<file path="src/rtl/thread_dispatch_pkg.sv">
// thread_dispatch_pkg: shared types and default constants for the thread
// dispatcher (FSM state encoding, operand-pair record, parameter defaults).
package thread_dispatch_pkg;

    // Dispatcher FSM states, 2-bit encoding.
    typedef enum logic [1:0] {
        ST_IDLE   = 2'd0,
        ST_LAUNCH = 2'd1,
        ST_WAIT   = 2'd2,
        ST_GAP    = 2'd3
    } state_t;

    // Width of one thread operand.
    localparam int OP_W = 8;

    // One queued job: operand for thread 1 in the upper byte, thread 2 below.
    typedef struct packed {
        logic [OP_W-1:0] data1;
        logic [OP_W-1:0] data2;
    } op_pair_t;

    localparam int PAIR_W                 = $bits(op_pair_t);
    localparam int DEFAULT_FIFO_DEPTH     = 4;
    localparam int DEFAULT_TIMEOUT_CYCLES = 64;

endpackage

</file>
<file path="src/rtl/dispatch_fifo.sv">
// dispatch_fifo: parameterised synchronous FIFO with full/empty flags.
// Pointers carry one extra wrap bit so full and empty are distinguishable
// without a separate occupancy counter. Head data is visible combinationally
// so the consumer can pop and capture in the same cycle.
module dispatch_fifo #(
    parameter int WIDTH = 16,
    parameter int DEPTH = 4
) (
    input  logic             clk,
    input  logic             rst_n,
    input  logic             i_push,
    input  logic [WIDTH-1:0] i_data,
    input  logic             i_pop,
    output logic [WIDTH-1:0] o_data,
    output logic             o_full,
    output logic             o_empty
);
    localparam int AW = $clog2(DEPTH);

    logic [WIDTH-1:0] r_mem [DEPTH];
    logic [AW:0]      r_wr_ptr;
    logic [AW:0]      r_rd_ptr;
    logic             w_do_push;
    logic             w_do_pop;

    assign o_empty   = (r_wr_ptr == r_rd_ptr);
    assign o_full    = (r_wr_ptr[AW] != r_rd_ptr[AW]) &&
                       (r_wr_ptr[AW-1:0] == r_rd_ptr[AW-1:0]);
    assign w_do_push = i_push && !o_full;
    assign w_do_pop  = i_pop && !o_empty;
    assign o_data    = r_mem[r_rd_ptr[AW-1:0]];

    // Storage write; contents need no reset because the pointers define validity.
    always_ff @(posedge clk) begin
        if (w_do_push) begin
            r_mem[r_wr_ptr[AW-1:0]] <= i_data;
        end
    end

    // Read/write pointer advance; push and pop in one cycle both take effect.
    always_ff @(posedge clk or negedge rst_n) begin
        if (!rst_n) begin
            r_wr_ptr <= '0;
            r_rd_ptr <= '0;
        end else begin
            if (w_do_push) begin
                r_wr_ptr <= r_wr_ptr + (AW+1)'(1);
            end
            if (w_do_pop) begin
                r_rd_ptr <= r_rd_ptr + (AW+1)'(1);
            end
        end
    end

endmodule

</file>
<file path="src/rtl/thread_dispatch.sv">
// thread_dispatch: queues operand pairs and launches them one at a time on a
// two-thread stage, retiring each job once both threads report completion
// (rising edge of done1 and done2, in any order or together).
// Optional feature: define DISPATCH_TIMEOUT_EN to abort a job that waits
// TIMEOUT_CYCLES cycles without completing (sets sticky timeout_err).
module thread_dispatch
    import thread_dispatch_pkg::*;
#(
    parameter int FIFO_DEPTH     = DEFAULT_FIFO_DEPTH,
    parameter int TIMEOUT_CYCLES = DEFAULT_TIMEOUT_CYCLES
) (
    input  logic            clk,
    input  logic            rst_n,
    input  logic            op_valid,
    output logic            op_ready,
    input  logic [OP_W-1:0] op_data1,
    input  logic [OP_W-1:0] op_data2,
    output logic            start,
    output logic [OP_W-1:0] in1,
    output logic [OP_W-1:0] in2,
    input  logic            done1,
    input  logic            done2,
    output logic            busy,
    output logic [7:0]      jobs_done,
    output logic            timeout_err
);
    // Reject configurations the queue pointers and timeout counter cannot represent.
    if ((FIFO_DEPTH < 2) || ((FIFO_DEPTH & (FIFO_DEPTH - 1)) != 0) || (TIMEOUT_CYCLES < 2)) begin : g_bad_config
        $error("thread_dispatch: FIFO_DEPTH must be a power of 2 >= 2 and TIMEOUT_CYCLES >= 2");
    end

    state_t          r_state;
    state_t          w_state_next;
    op_pair_t        w_push_pair;
    op_pair_t        w_head_pair;
    logic            w_fifo_full;
    logic            w_fifo_empty;
    logic            w_push;
    logic            w_pop;
    logic            w_start;
    logic            w_busy;
    logic [OP_W-1:0] r_in1;
    logic [OP_W-1:0] r_in2;
    logic [7:0]      r_jobs_done;
    logic            r_done1_prev;
    logic            r_done2_prev;
    logic            r_seen1;
    logic            r_seen2;
    logic            w_in_wait;
    logic            w_seen1_now;
    logic            w_seen2_now;
    logic            w_retire;
    logic            w_timeout;

    assign w_push_pair = '{data1: op_data1, data2: op_data2};
    assign w_push      = op_valid && !w_fifo_full;

    dispatch_fifo #(
        .WIDTH (PAIR_W),
        .DEPTH (FIFO_DEPTH)
    ) u_fifo (
        .clk     (clk),
        .rst_n   (rst_n),
        .i_push  (w_push),
        .i_data  (w_push_pair),
        .i_pop   (w_pop),
        .o_data  (w_head_pair),
        .o_full  (w_fifo_full),
        .o_empty (w_fifo_empty)
    );

    // Completion tracking: an edge counts only while waiting; both seen -> retire.
    assign w_in_wait   = (r_state == ST_WAIT);
    assign w_seen1_now = r_seen1 || (done1 && !r_done1_prev);
    assign w_seen2_now = r_seen2 || (done2 && !r_done2_prev);
    assign w_retire    = w_in_wait && w_seen1_now && w_seen2_now;

`ifdef DISPATCH_TIMEOUT_EN
    localparam int                TW           = (TIMEOUT_CYCLES > 1) ? $clog2(TIMEOUT_CYCLES) : 1;
    localparam logic [TW-1:0]     TIMEOUT_LAST = TW'(TIMEOUT_CYCLES - 1);

    logic [TW-1:0] r_wait_cnt;
    logic          r_timeout_err;

    // Retirement takes priority over an abort landing in the same cycle.
    assign w_timeout   = w_in_wait && !w_retire && (r_wait_cnt == TIMEOUT_LAST);
    assign timeout_err = r_timeout_err;

    // WAIT-cycle counter, cleared in LAUNCH so it starts at 0 on WAIT entry.
    always_ff @(posedge clk or negedge rst_n) begin
        if (!rst_n) begin
            r_wait_cnt <= '0;
        end else if (r_state == ST_LAUNCH) begin
            r_wait_cnt <= '0;
        end else if (w_in_wait) begin
            r_wait_cnt <= r_wait_cnt + TW'(1);
        end
    end

    // Sticky abort flag, cleared only by reset.
    always_ff @(posedge clk or negedge rst_n) begin
        if (!rst_n) begin
            r_timeout_err <= 1'b0;
        end else if (w_timeout) begin
            r_timeout_err <= 1'b1;
        end
    end
`else
    assign w_timeout   = 1'b0;
    assign timeout_err = 1'b0;
`endif

    // Next-state and FSM-derived outputs.
    always_comb begin
        w_state_next = r_state;
        w_pop        = 1'b0;
        w_start      = 1'b0;
        w_busy       = 1'b1;
        case (r_state)
            ST_IDLE: begin
                w_busy = 1'b0;
                if (!w_fifo_empty) begin
                    w_pop        = 1'b1;
                    w_state_next = ST_LAUNCH;
                end
            end
            ST_LAUNCH: begin
                w_start      = 1'b1;
                w_state_next = ST_WAIT;
            end
            ST_WAIT: begin
                if (w_retire || w_timeout) begin
                    w_state_next = ST_GAP;
                end
            end
            ST_GAP: begin
                w_state_next = ST_IDLE;
            end
            default: begin
                w_state_next = ST_IDLE;
            end
        endcase
    end

    // State register.
    always_ff @(posedge clk or negedge rst_n) begin
        if (!rst_n) begin
            r_state <= ST_IDLE;
        end else begin
            r_state <= w_state_next;
        end
    end

    // Edge-detect history tracks the done inputs in every state.
    always_ff @(posedge clk or negedge rst_n) begin
        if (!rst_n) begin
            r_done1_prev <= 1'b0;
            r_done2_prev <= 1'b0;
        end else begin
            r_done1_prev <= done1;
            r_done2_prev <= done2;
        end
    end

    // Sticky seen flags, accumulated only in WAIT and cleared when the job ends.
    always_ff @(posedge clk or negedge rst_n) begin
        if (!rst_n) begin
            r_seen1 <= 1'b0;
            r_seen2 <= 1'b0;
        end else if (w_retire || w_timeout) begin
            r_seen1 <= 1'b0;
            r_seen2 <= 1'b0;
        end else if (w_in_wait) begin
            r_seen1 <= w_seen1_now;
            r_seen2 <= w_seen2_now;
        end
    end

    // Operand hold registers change only when a job is popped.
    always_ff @(posedge clk or negedge rst_n) begin
        if (!rst_n) begin
            r_in1 <= '0;
            r_in2 <= '0;
        end else if (w_pop) begin
            r_in1 <= w_head_pair.data1;
            r_in2 <= w_head_pair.data2;
        end
    end

    // Retired-job counter, wraps naturally at 8 bits.
    always_ff @(posedge clk or negedge rst_n) begin
        if (!rst_n) begin
            r_jobs_done <= '0;
        end else if (w_retire) begin
            r_jobs_done <= r_jobs_done + 8'd1;
        end
    end

    assign op_ready  = !w_fifo_full;
    assign start     = w_start;
    assign busy      = w_busy;
    assign in1       = r_in1;
    assign in2       = r_in2;
    assign jobs_done = r_jobs_done;

endmodule

</file>
<file path="config.mk">
export PLATFORM = sky130hd
export DESIGN_NAME = thread_dispatch
export DESIGN_NICKNAME = d
export VERILOG_FILES = /design/src/rtl/thread_dispatch_pkg.sv /design/src/rtl/dispatch_fifo.sv /design/src/rtl/thread_dispatch.sv
export SDC_FILE = /design/constraint.sdc
export NUM_CORES = 1
export LEC_CHECK = 0
export BUFFER_PORTS_ARGS = -buffer_cell sky130_fd_sc_hd__buf_2
export CORE_MARGIN = 2
export CORE_UTILIZATION = 35
export CTS_CLUSTER_DIAMETER = 30
export DETAILED_ROUTE_END_ITERATION = 8
export PLACE_DENSITY = 0.57
export SYNTH_ARGS = -nofsm -noshare
export SYNTH_HDL_FRONTEND = slang
export SYNTH_SLANG_ARGS = --single-unit
</file>
<file path="constraint.sdc">
create_clock -name clk -period 6 [get_ports clk]
set_clock_uncertainty 0.1 [all_clocks]
set_input_delay 1.2 -clock clk [delete_from_list [all_inputs] [get_ports clk]]
set_output_delay 1.2 -clock clk [all_outputs]
set_load 0.005 [all_outputs]
</file>
==> results of run 1 <==
==> registers in the layout, indices dropped and copies added (netlist names) <==
register	flops
r_seen1	1
u_fifo.r_wr_ptr	3
in2	8
r_state	2
jobs_done	8
u_fifo.r_rd_ptr	3
u_fifo.r_mem	64
r_seen2	1
r_done2_prev	1
r_done1_prev	1
in1	8
==> synth_stat cells (3+ instances only) <==
cell type / count / share of area
a21oi_1: 3 / 0.0038
and3_1: 4 / 0.0063
dfrtp_1: 36 / 0.23
edfxtp_1: 64 / 0.48
ha_1: 9 / 0.028
inv_1: 8 / 0.0076
mux2_2: 20 / 0.057
mux4_1: 6 / 0.040
mux4_2: 10 / 0.057
nand2_1: 5 / 0.0047
nor2_1: 3 / 0.0028
nor2b_1: 3 / 0.0047
nor3_1: 3 / 0.0038
nor4_1: 3 / 0.0047
xnor2_1: 5 / 0.011
xor2_1: 9 / 0.020
==> power by group through the flow <==
stage / sequential [mW] / clock [mW] / combinational, mW
detailed placement: 1.09 / 0 / 0.736
finish: 1.07 / 0.573 / 0.712
global placement: 1.08 / 0 / 0.719
global route: 1.10 / 0.615 / 0.793
floorplan: 1.05 / 0 / 0.550
CTS: 1.08 / 0.593 / 0.737
==> kinds of logic (layout without fill, tap and decap cells) <==
logic type / count (synthesis) / in the layout / share of synthesized area
DFF: 100 / 100 / 0.711
muxes: 36 / 36 / 0.153
and+or+nand+nor: 24 / 24 / 0.0318
xor gates and xnor gates: 15 / 15 / 0.0350
buffers and inverters: 15 / 72 / 0.0205
adders and majority gates: 9 / 9 / 0.0284
AOI/OAI and AO/OA: 8 / 8 / 0.0189
other: 1 / 1 / 0.000945
==> worst max-delay path by stage <==
stage                to  slack [ns]
4_1_cts        op_ready        2.55
6_report       op_ready        2.63
2_1_floorplan  op_ready        3.51
3_3_place_gp   op_ready        2.98
3_5_place_dp   op_ready        2.93
5_1_grt        op_ready        2.48
==> layer usage <==
layer	GRT usage	vias to the layer above
li1	-	890
met3	0.0406	9
met5	0	-
met4	0.0425	0
met2	0.193	45
met1	0.133	950
==> final cells by class <==
type                       count  area [sq um]
sequential                   100          2820
inverter                       8          30.0
clock inverter                 5          57.6
clock buffer                  11           243
tap                          140           175
timing repair buffer          48           243
fill                         998          6300
multi-input combinational     93          1060
==> stage by stage <==
step                      std cells  total power [mW]  worst slack (ns)  cell area [sq um]   util
final                           405              2.36              2.63               4640  0.424
after floorplan                 208              1.60              3.51               3970      -
after CTS                       405              2.41              2.55               4640  0.424
after global placement          389              1.80              2.98               4340  0.396
after detailed placement        389              1.83              2.93               4340  0.396
after global routing            405              2.51              2.48               4640  0.424
==> cells in the final DEF (no fill, tap or decap), drive strengths merged <==
cell,instances
xnor2,5
dfrtp,36
buf,48
nand2,5
nor3,3
clkinv,2
nand4,1
xor2,10
mux4,16
inv,10
clkbuf,11
o22a,1
o221ai,1
nor2b,3
o31ai,1
or3,1
edfxtp,64
mux2,20
nor4,3
nor2,3
conb,1
a21oi,3
or2,1
a31o,1
and3,4
ha,9
bufinv,1
o22ai,1
==> flow_summary.yaml, run 1 <==
pwr:
  power_density_nw_per_um2: 509
  p_seq_frac: 0.455
  vdd_ir_drop_max_v: 0.000316
  p_comb_frac: 0.302
  p_int_mw: 1.67
  switching_share: 0.294
  clkPwrFrac: 0.243
  p_leak_nw: 1.83
  power_switching_mw: 0.694
critical_path:
  worstSetupPathType: "flip-flop to output port"
  path_depth: 3
  crit_path_start: "u_fifo.r_rd_ptr[1]$_DFFE_PN0P_"
  reg2reg_from: "u_fifo.r_rd_ptr[1]$_DFFE_PN0P_"
  start_kind: "flip-flop"
  cp_data_arrival_time_ns: 2.07
  path_max_fanout: 19
  r2r_end: "u_fifo.r_mem[1][14]$_DFFE_PP_"
  cp_slowest_cell: "dfrtp_1"
  crit_path_cell_trace: "xor2_1 > or3_1 > buf_2"
  path_buf_inv: 1
  cp.required_ns: 4.70
  r2r_setup_slack_ns: 3.24
  path_delay_family: "flip-flops"
  slowest_delay_ns: 0.88
  crit_path_end_kind: "output port"
  reg2reg_depth: 3
run_status:
  outcome: "complete, no violations"
grt:
  grt_pass1_vias: 1997
  grt_pass1_wl_mm: 10.5
  grt_use_total: 0.114
  grt_overflow_total: 0
  antenna_found_initial: 0
  grt_max_degree: 37
detailed_routing:
  routedWlPerCell_um: 16.2
  vias_per_cell: 4.68
  routedLengthMet1_mm: 2.81
  dr.max_layer_used: "met4"
  drt_iter0_markers: 88
  routed_wl_mm: 6.57
  vias: 1894
  drc: 0
  ant_nets: 0
  drtPass1Iterations: 5
  wl_met2_mm: 3.39
  met3RoutedLength_um: 272
cells_and_area:
  drive_gt1_frac: 0.370
  num-nets-final: 290
  antenna_cells: 0
  area_growth_pct: 16.8
worst_hold_path:
  holdPathStages: 1
  worstHoldPathType: "flip-flop to flip-flop"
  hp-start: "jobs_done[7]$_DFFE_PN0P_"
  whs_endpoint: "jobs_done[7]$_DFFE_PN0P_"
sta:
  tightest_slew_ns: 1.11
  rsz0062_at_grt: "false"
  final_hold_viol_count: 0
  setup_violations: 0
  holdWs_ns: 0.364
  report.final.slew_viol_count: 0
  setup_tns_ns: 0
  timing.fmax_ghz: 0.296
  fin_crit_sh: 0.562
  period_minus_slack_ns: 3.37
  maxSlewHeadroom: 0.263
synthesis:
  synth_seq_cells: 100
  synth_nets: 238
  netlist_area_sq_um: 3970
  synth-async-reset-ratio: 0.360
  syn_area_per_cell_sq_um: 19.1
  synthCells: 208
  synth_cell_types: 30
  synth_edf_count: 64
  ys_seq_area_frac: 0.711
  ys_warn_count: 0
  ys.flop_type: "edfxtp_1"
clocking:
  cts_setup_buffers: 0
  clk_pin_slew_ns: 0.06
  cts_root_buf: "clkbuf_16"
  cts_resized: 0
  clk_latency_ns: 0.34
  clock-sinks: 100
  ctsHoldBuffers: 0
  htree_levels: 3
  cts_buffers: 9
  cts_tree: "done"
  cts_buffer_depth: 2
place:
  numPortBuffers: 47
  dp_hpwl_mm: 4.12
  gp_congestion: 0.713
die:
  die_height_um: 110
  die-area_sq_um: 12200
  initial_core_util: 0.363
  rows: 38
  pin_count: 49
  fp.coreArea_sq_um: 10900
  die_w_um: 110
job:
  drv_cap: 0
No activity file was read; power rests on OpenSTA's default activity.
==> inputs of run 2 (changes only) <==
- PLACE_DENSITY: 0.57 -> 0.59
- clock period: 6 -> 3.1 ns (I/O delays scaled with it)
==> flow_summary.yaml, run 2 (synthesis results as in run 1) <==
pwr:
  power_switching_mw: 1.41
  p_leak_nw: 1.84
  finalPower_mw: 4.57
  vdd_ir_drop_max_v: 0.000397
  clkPwrFrac: 0.241
  switching_share: 0.308
  p_int_mw: 3.16
  p_seq_frac: 0.446
  p_comb_frac: 0.313
  power_density_nw_per_um2: 981
sta:
  setup_tns_ns: 0
  tightest_slew_ns: 0.882
  finalWorstSetupSlack_ns: 0.785
  holdWs_ns: 0.278
  final_hold_viol_count: 0
  timing.fmax_ghz: 0.432
  setup_violations: 0
  report.final.slew_viol_count: 0
  fin_crit_sh: 0.747
  period_minus_slack_ns: 2.32
  maxSlewHeadroom: 0.412
  rsz0062_at_grt: "false"
die:
  rows: 38
  die_w_um: 110
  fp.coreArea_sq_um: 10900
  die-area_sq_um: 12200
  initial_core_util: 0.363
  pin_count: 49
  die_height_um: 110
worst_hold_path:
  worstHoldPathType: "input pin to asynchronous set/reset pin"
cells_and_area:
  antenna_cells: 0
  register_area_sq_um: 2820
  multi_input_area_sq_um: 1060
  layout_commonest_cell: "edfxtp_1"
  area_growth_pct: 17.3
  final_util: 0.426
  mostFrequentLayoutCells: "edfxtp_1, buf_2, dfrtp_1, mux2_2, mux4_2"
  num-nets-final: 292
  largest_reg_flops: 64
  drive_gt1_frac: 0.378
  finalInstanceArea_sq_um: 4660
  fin_cells: 407
  fill_cells: 978
clocking:
  cts_tree: "done"
  cts_buffers: 9
  clock-sinks: 100
  htree_levels: 3
  cts_buffer_depth: 2
  cts_setup_buffers: 0
  cts_root_buf: "clkbuf_16"
  clk_latency_ns: 0.34
  cts_resized: 0
  clk_pin_slew_ns: 0.07
  ctsHoldBuffers: 0
critical_path:
  cp_data_arrival_time_ns: 1.60
  start_kind: "flip-flop"
  worstSetupPathType: "flip-flop to output port"
  cp.required_ns: 2.38
  crit_path_end_kind: "output port"
  path_max_fanout: 6
grt:
  antenna_found_initial: 0
  grt_overflow_total: 0
  grt_use_total: 0.116
  grt_pass1_vias: 2070
  grt_max_degree: 37
  grt_pass1_wl_mm: 10.9
job:
  drv_cap: 0
place:
  gp_congestion: 0.673
  dp_hpwl_mm: 4.22
  numPortBuffers: 47
  dp_worst_setup_slack_ns: 0.786
  placedCellCount: 391
  placed_area_sq_um: 4350
detailed_routing:
  routed_wl_mm: 6.51
  ant_nets: 0
  routedWlPerCell_um: 16.0
  vias_per_cell: 4.77
  drtPass1Iterations: 4
  drt_iter0_markers: 119
  drc: 0
  vias: 1941
run_status:
  outcome: "complete, no violations"
==> run 2: per-layer routing <==
layer  global-route usage  vias to the layer above  wire length (um)
li1                     -                      900                 -
met1                0.140                      983              2740
met2                0.196                       50              3310
met3               0.0472                        8               364
met4               0.0300                        0                89
met5                    0                        -                 0
==> run 2: worst paths after layout <==
check,from,end,slack (ns),depth (start not counted)
min in group clk,done2,r_done2_prev$_DFF_PN0_,0.30,1
worst min register to register,jobs_done[7]$_DFFE_PN0P_,jobs_done[7]$_DFFE_PN0P_,0.36,1
worst min-delay path,rst_n,r_done2_prev$_DFF_PN0_,0.28,1
worst max register to register,u_fifo.r_wr_ptr[1]$_DFFE_PN0N_,u_fifo.r_mem[3][2]$_DFFE_PP_,0.85,3
worst max-delay path,u_fifo.r_wr_ptr[0]$_DFFE_PN0N_,op_ready,0.78,3
max in group asynchronous,rst_n,in2[6]$_DFFE_PN0P_,2.09,1
==> run 2: power by group through the flow <==
stage	Clock [mW]	Sequential [mW]	Combinational (mW)
global route	1.18	2.09	1.61
finish	1.10	2.04	1.43
detailed placement	0	2.07	1.48
CTS	1.13	2.04	1.49
global placement	0	2.06	1.46
floorplan	0	2.04	1.07
==> run 2: final cells by class <==
type | instances | area share
flip-flops and latches | 100 | 0.606
repair buffers | 50 | 0.0554
well taps | 140 | 0.0376
multi-input cells | 93 | 0.229
clock buffers | 9 | 0.0484
clock inverters | 7 | 0.0172
inverters | 8 | 0.00645
==> run 2: critical path, cell delays in order (launching register included) <==
cell,delay (ns)
dfrtp_1,0.46
xor2_2,0.20
or3_1,0.43
buf_2,0.16
